===== config.mk =====
export PLATFORM = sky130hd
export DESIGN_NAME = uart_rx_flat
export DESIGN_NICKNAME = d
export VERILOG_FILES = /design/src/rtl/uart_rx_pkg.sv /design/src/rtl/uart_rx_if.sv /design/src/rtl/uart_rx_sync2.sv /design/src/rtl/uart_rx.sv /design/src/flat_wrapper.sv
export SDC_FILE = /design/constraint.sdc
export NUM_CORES = 1
export LEC_CHECK = 0
export CAP_MARGIN = 20
export CORE_ASPECT_RATIO = 0.5
export CORE_MARGIN = 1
export CORE_UTILIZATION = 45
export DETAILED_ROUTE_END_ITERATION = 10
export HOLD_SLACK_MARGIN = 0.1
export PLACE_DENSITY_LB_ADDON = 0.05
export SYNTH_ARGS = -nofsm -noshare
export SYNTH_HDL_FRONTEND = slang
export SYNTH_SLANG_ARGS = --single-unit

===== constraint.sdc =====
create_clock -name clk -period 1.77 [get_ports clk]
set_input_delay 0.354 -clock clk [delete_from_list [all_inputs] [get_ports clk]]
set_output_delay 0.354 -clock clk [all_outputs]
set_load 0.01 [all_outputs]

===== src/rtl/uart_rx_pkg.sv =====
// Shared UART frame constants and receiver FSM encoding.
package uart_rx_pkg;

  localparam int unsigned DATA_BITS  = 8;
  localparam int unsigned STOP_BITS  = 1;
  localparam int unsigned FRAME_BITS = 1 + DATA_BITS + STOP_BITS;
  localparam int unsigned BIT_IDX_W  = 4;

  typedef enum logic [2:0] {
    IDLE      = 3'd0,
    START     = 3'd1,
    DATA      = 3'd2,
    STOP      = 3'd3,
    WAIT_HIGH = 3'd4
  } rx_state_e;

  // 2-of-3 majority vote of the three centre samples of a bit.
  function automatic logic maj3(input logic a, input logic b, input logic c);
    return (a & b) | (a & c) | (b & c);
  endfunction

endpackage


===== src/rtl/uart_rx_if.sv =====
// Serial line in, received byte and status out.
interface uart_rx_if;
  import uart_rx_pkg::*;

  logic                 in;
  logic [DATA_BITS-1:0] data;
  logic                 data_rdy;
  logic                 frame_err;
  logic                 busy;

  modport master (output in, input data, data_rdy, frame_err, busy);
  modport slave  (input in, output data, data_rdy, frame_err, busy);
endinterface


===== src/rtl/uart_rx_sync2.sv =====
// Two-flop synchronizer for the asynchronous serial line; idles high.
module uart_rx_sync2 (
  input  logic clk,
  input  logic rst,
  input  logic d_i,
  output logic q_o
);

  logic ff1_q = 1'b1;
  logic ff2_q = 1'b1;

  // Resync chain, forced to the idle (high) level on reset.
  always_ff @(posedge clk) begin
    if (rst) begin
      ff1_q <= 1'b1;
      ff2_q <= 1'b1;
    end else begin
      ff1_q <= d_i;
      ff2_q <= ff1_q;
    end
  end

  assign q_o = ff2_q;

endmodule


===== src/rtl/uart_rx.sv =====
// 8n1 UART receiver with OVS-times oversampling and 2-of-3 centre voting.
module uart_rx
  import uart_rx_pkg::*;
#(
  parameter int unsigned OVS = 16
) (
  input  logic         clk,
  input  logic         rst,
  uart_rx_if.slave     bus
);

  localparam int unsigned CNT_W = $clog2(FRAME_BITS * OVS + 1);

  logic sline;

  rx_state_e            state_q = WAIT_HIGH, state_d;
  logic [CNT_W-1:0]     cnt_q   = '0,        cnt_d;
  logic [BIT_IDX_W-1:0] bit_q   = '0,        bit_d;
  logic [1:0]           smp_q   = '0,        smp_d;
  logic [DATA_BITS-1:0] shift_q = '0,        shift_d;
  logic [DATA_BITS-1:0] data_q  = '0,        data_d;
  logic                 ferr_q  = 1'b0,      ferr_d;
  logic                 rdy_q   = 1'b0,      rdy_d;
  logic                 busy_q  = 1'b0,      busy_d;

  logic [CNT_W-1:0]     centre_c;
  logic                 decide_c;
  logic                 maj_c;

  uart_rx_sync2 u_sync (
    .clk (clk),
    .rst (rst),
    .d_i (bus.in),
    .q_o (sline)
  );

  // Centre tick of the current bit and the vote taken one tick after it.
  assign centre_c = CNT_W'(int'(bit_q) * int'(OVS) + int'(OVS / 2));
  assign decide_c = (cnt_q == centre_c + CNT_W'(1));
  assign maj_c    = maj3(smp_q[0], smp_q[1], sline);

  // State and datapath registers.
  always_ff @(posedge clk) begin
    if (rst) begin
      state_q <= WAIT_HIGH;
      cnt_q   <= '0;
      bit_q   <= '0;
      smp_q   <= '0;
      shift_q <= '0;
      data_q  <= '0;
      ferr_q  <= 1'b0;
      rdy_q   <= 1'b0;
      busy_q  <= 1'b0;
    end else begin
      state_q <= state_d;
      cnt_q   <= cnt_d;
      bit_q   <= bit_d;
      smp_q   <= smp_d;
      shift_q <= shift_d;
      data_q  <= data_d;
      ferr_q  <= ferr_d;
      rdy_q   <= rdy_d;
      busy_q  <= busy_d;
    end
  end

  // Next-state: tick counting, centre sampling, bit decisions, frame commit.
  always_comb begin
    state_d = state_q;
    cnt_d   = cnt_q + CNT_W'(1);
    bit_d   = bit_q;
    smp_d   = smp_q;
    shift_d = shift_q;
    data_d  = data_q;
    ferr_d  = ferr_q;
    rdy_d   = 1'b0;

    if (cnt_q == centre_c - CNT_W'(1)) smp_d[0] = sline;
    if (cnt_q == centre_c)             smp_d[1] = sline;

    unique case (state_q)
      IDLE: begin
        // The cycle that first sees the line low is tick 0.
        cnt_d = CNT_W'(!sline);
        bit_d = '0;
        if (!sline) state_d = START;
      end
      START: begin
        if (decide_c) begin
          bit_d   = bit_q + BIT_IDX_W'(1);
          state_d = maj_c ? IDLE : DATA;
        end
      end
      DATA: begin
        if (decide_c) begin
          shift_d = {maj_c, shift_q[DATA_BITS-1:1]};
          bit_d   = bit_q + BIT_IDX_W'(1);
          if (bit_q == BIT_IDX_W'(DATA_BITS)) state_d = STOP;
        end
      end
      STOP: begin
        if (decide_c) begin
          data_d  = shift_q;
          ferr_d  = ~maj_c;
          rdy_d   = 1'b1;
          state_d = maj_c ? IDLE : WAIT_HIGH;
        end
      end
      WAIT_HIGH: begin
        // A held-low line reports one framing error, then waits for idle.
        cnt_d = '0;
        if (sline) state_d = IDLE;
      end
      default: begin
        cnt_d   = '0;
        state_d = WAIT_HIGH;
      end
    endcase

    busy_d = (state_d != IDLE);
  end

  assign bus.data      = data_q;
  assign bus.data_rdy  = rdy_q;
  assign bus.frame_err = ferr_q;
  assign bus.busy      = busy_q;

endmodule

===== src/flat_wrapper.sv =====
// flat-port wrapper written by rule: the top's interface ports become plain ports
module uart_rx_flat import uart_rx_pkg::*;
#(
  parameter int unsigned OVS = 16
)
  (clk, rst, bus_in, bus_data, bus_data_rdy, bus_frame_err, bus_busy);
  uart_rx_if bus_i ();
  input  logic clk;
  input  logic rst;
  input wire logic [$bits(bus_i.in)-1:0] bus_in;
  output wire logic [$bits(bus_i.data)-1:0] bus_data;
  output wire logic [$bits(bus_i.data_rdy)-1:0] bus_data_rdy;
  output wire logic [$bits(bus_i.frame_err)-1:0] bus_frame_err;
  output wire logic [$bits(bus_i.busy)-1:0] bus_busy;
  assign bus_i.in = bus_in;
  assign bus_data = bus_i.data;
  assign bus_data_rdy = bus_i.data_rdy;
  assign bus_frame_err = bus_i.frame_err;
  assign bus_busy = bus_i.busy;
  uart_rx #(.OVS(OVS)) u_core (.clk(clk), .rst(rst), .bus(bus_i));
endmodule

==> metrics <==
Max clock buf depth 2; post-synthesis simple-gate area fraction 24.5%; Lkg Pwr 0.854 nW; Routed WL 3.51 mm; Tot Pwr 1.66 mW; Layout Skew 4.35 ps; Die ar. 4130 µm²; CP Max Fanout 6; placed cells 265; final worst path period share 95.4%; Cells after Synth 191; diodes inserted 0; synth warn 0; clk_lat worst skew 290 ps; # nets final 232; post-route ant nets 0; CTS tree yes; worst path required time 1950 ps; Area Growth Syn to Fin 26.0%; total grt overflow 0; Placeable Area 3570 µm²; Final Core Density 61.5%; Top FF cell, synth dfxtp_1; GPL Wtd Cong 0.787; Mapped Avg Cell Area 9.11 µm²; Post-Syn Area 1740 µm²; Std-Cell Rows 15; Final setup viols 0; CP arrival 1870 ps; crit path from u_core.bit_q[1]; Initial Util 48.8%; Slew headroom 60.6%; Worst setup SP type flop; Synth Register Bits 38; Post-synth EDFFs 0; Achievable Freq 592 MHz; XOR/XNOR Fraction of Synth Area 5.04%; fraction of layout cells with a size suffix above 1 19.2%; Die W 89.9 µm; Worst Path Buf+Inv 2; largest net degree at the start of global routing 22; CP top delay family simple AND/OR/NAND/NOR gates; worst hold slack 410 ps; Hold Path Class reg2reg; IO Port Bufs 13; total of max-cap violations 0; H-tree depth 2; complex-gate fraction of the synthesized area 9.14%; post-DR vias/cell 4.91; RSZ-0062 raised after global routing false; Max Slew Vio Count 0; Via Count 1351; clock root buffer clkbuf_8; Synth Net Count 199; slowest stage delay, CP 320 ps; Reg-to-Reg Start u_core.bit_q[1]; Critical-path top delay cell dfxtp_1; top-level port count 14; wire per inst 12.7 µm; DIE HEIGHT 46.0 µm; first-pass iteration count of the detailed router 4; status finished clean; Cell Chain, Critical Path xor2_1 > nor4_4 > buf_4 > and4_4 > clkbuf_16 > mux2i_1 > nor2_1; Worst-Margin Slew 587 ps; crit path kind reg2reg; Yosys top cell by area dfxtp_1; setup TNS 0 ps; Post-synth ARST share 0%; post-synthesis adder-cell area fraction 4.17%; Synth top area share 43.7%; Power Density 759 nW/µm²; first-pass GRT wire length 5.76 mm; hold_sp u_core.u_sync.ff1_q; Netlist cell types 41; CP Capture Type flop; Layout Cells excl Fill 275; Max VDD drop 0.485 mV; DP Wirelength 2.43 mm; R2R Path End u_core.shift_q[0]; R2R depth 7; Seq/Total Area, Yosys 43.7%; total global-route track usage 19.0%; TritonCTS buffer count 5; Hold Crit Depth 1; initial DRC count 44; mux contribution to synthesized area 7.48%; vias in the first global route 1195; fin crit period 1690 ps; Worst Hold Endpoint u_core.u_sync.q_o; Synth area leaders dfxtp_1 44%, mux2i_1 7.5%, nor2_1 5.4%; Sink Count 38; FF-to-FF setup slack 80 ps; main combinational cell family by area after synthesis simple AND/OR/NAND/NOR gates; initial antenna violation count 0; DRC Markers 0; Clock Pin Slew Worst Setup and Hold Paths 70 ps; Final Hold Violating Endpoints 0
==> registers in the layout (all words and copies together) (netlist names) <==
| register | flops |
|---|---|
| u_core.bit_q | 4 |
| u_core.bus.busy | 1 |
| u_core.bus.data | 8 |
| u_core.bus.data_rdy | 1 |
| u_core.bus.frame_err | 1 |
| u_core.cnt_q | 8 |
| u_core.shift_q | 8 |
| u_core.smp_q | 2 |
| u_core.state_q | 3 |
| u_core.u_sync.ff1_q | 1 |
| u_core.u_sync.q_o | 1 |
==> cells in the mapped netlist, types with 3 or more instances <==
master	count
nor2b_1	5
a21oi_1	13
buf_6	4
nor2_1	25
inv_1	8
xor2_1	8
clkbuf_1	3
mux2i_1	13
nand3_1	16
ha_1	5
nand2_1	17
dfxtp_1	38
==> per-layer routing <==
| layer | GRT usage (%) | vias up | routed length [µm] |
|---|---|---|---|
| li1 | - | 715 | - |
| met4 | 8.71 | 0 | 46 |
| met2 | 28.6 | 13 | 1460 |
| met5 | 0 | - | 0 |
| met1 | 25.1 | 619 | 1880 |
| met3 | 6.67 | 4 | 121 |
==> placed cells by master (no fill, tap or decap), types with 2 or more instances in the layout <==
master	n
a21oi_1	13
and4_4	2
dfxtp_1	36
or2_2	2
xnor2_1	2
nand3_1	16
nor2b_1	5
ha_1	5
nor2_1	25
nand2_1	17
buf_4	19
clkdlybuf4s50_1	13
xor2_1	7
inv_1	8
clkbuf_8	6
o21ai_0	2
and2_1	2
and3_1	2
mux2i_1	13
o21ai_1	2
==> worst max path at each step <==
stage | endpoint | slack, ps | cells past startpoint
detailed placement | u_core.smp_q[0] | -10 | 6
finish | u_core.shift_q[0] | 80 | 7
global route | u_core.bit_q[1] | 20 | 8
floorplan | u_core.bus.busy | 50 | 5
global placement | u_core.smp_q[0] | 10 | 6
CTS | u_core.bus.busy | 1 | 7
==> repair_timing <==
item,CTS,global route
buffers inserted,1,1
setup endpoints to repair,3,21
gates resized for setup,1,7
cloned,0,1
hold buffers,0,0
pin swaps,1,3
==> layout make-up <==
type | count | area [µm²]
Tap cell | 51 | 63.8
Multi-Input combinational cell | 136 | 891
Timing Repair Buffer | 35 | 329
Fill cell | 319 | 1370
Inverter | 8 | 30.0
Clock inverter | 1 | 30.0
Clock buffer | 6 | 82.6
Sequential cell | 38 | 766
==> worst reg2reg max path, cell delays in order, from the launching register on <==
cell and delay [ps]:
dfxtp_1 320, xor2_1 180, nor4_4 260, buf_4 180, and4_4 250, clkbuf_16 150
mux2i_1 170, nor2_1 60
==> cells by family (layout without fill, tap and decap cells) <==
kind of cell    Yosys count  after routing
mux                      13             13
simple gates             82             82
flops                    38             38
compound gates           25             25
fa+ha+maj                 6              6
buf+inv                  17             50
xor+xnor                 10             10
==> metrics by stage <==
| stage | instance area, µm² | setup slack (ps) |
|---|---|---|
| 2_1_floorplan | 1740 | 46.0 |
| 3_3_place_gp | 2020 | 12.8 |
| 3_5_place_dp | 2020 | -13.8 |
| 4_1_cts | 2140 | 1.08 |
| 5_1_grt | 2190 | 23.1 |
| 6_report | 2190 | 81.7 |
==> power breakdown <==
| part | switching (mW) | total [mW] | leakage (nW) | internal, mW |
|---|---|---|---|---|
| clock | 0.301 | 0.752 | 0.0573 | 0.451 |
| combinational | 0.0284 | 0.0492 | 0.489 | 0.0208 |
| sequential | 0.00532 | 0.864 | 0.308 | 0.858 |
| total | 0.334 | 1.66 | 0.854 | 1.33 |
(Power assumes the default switching activity.)
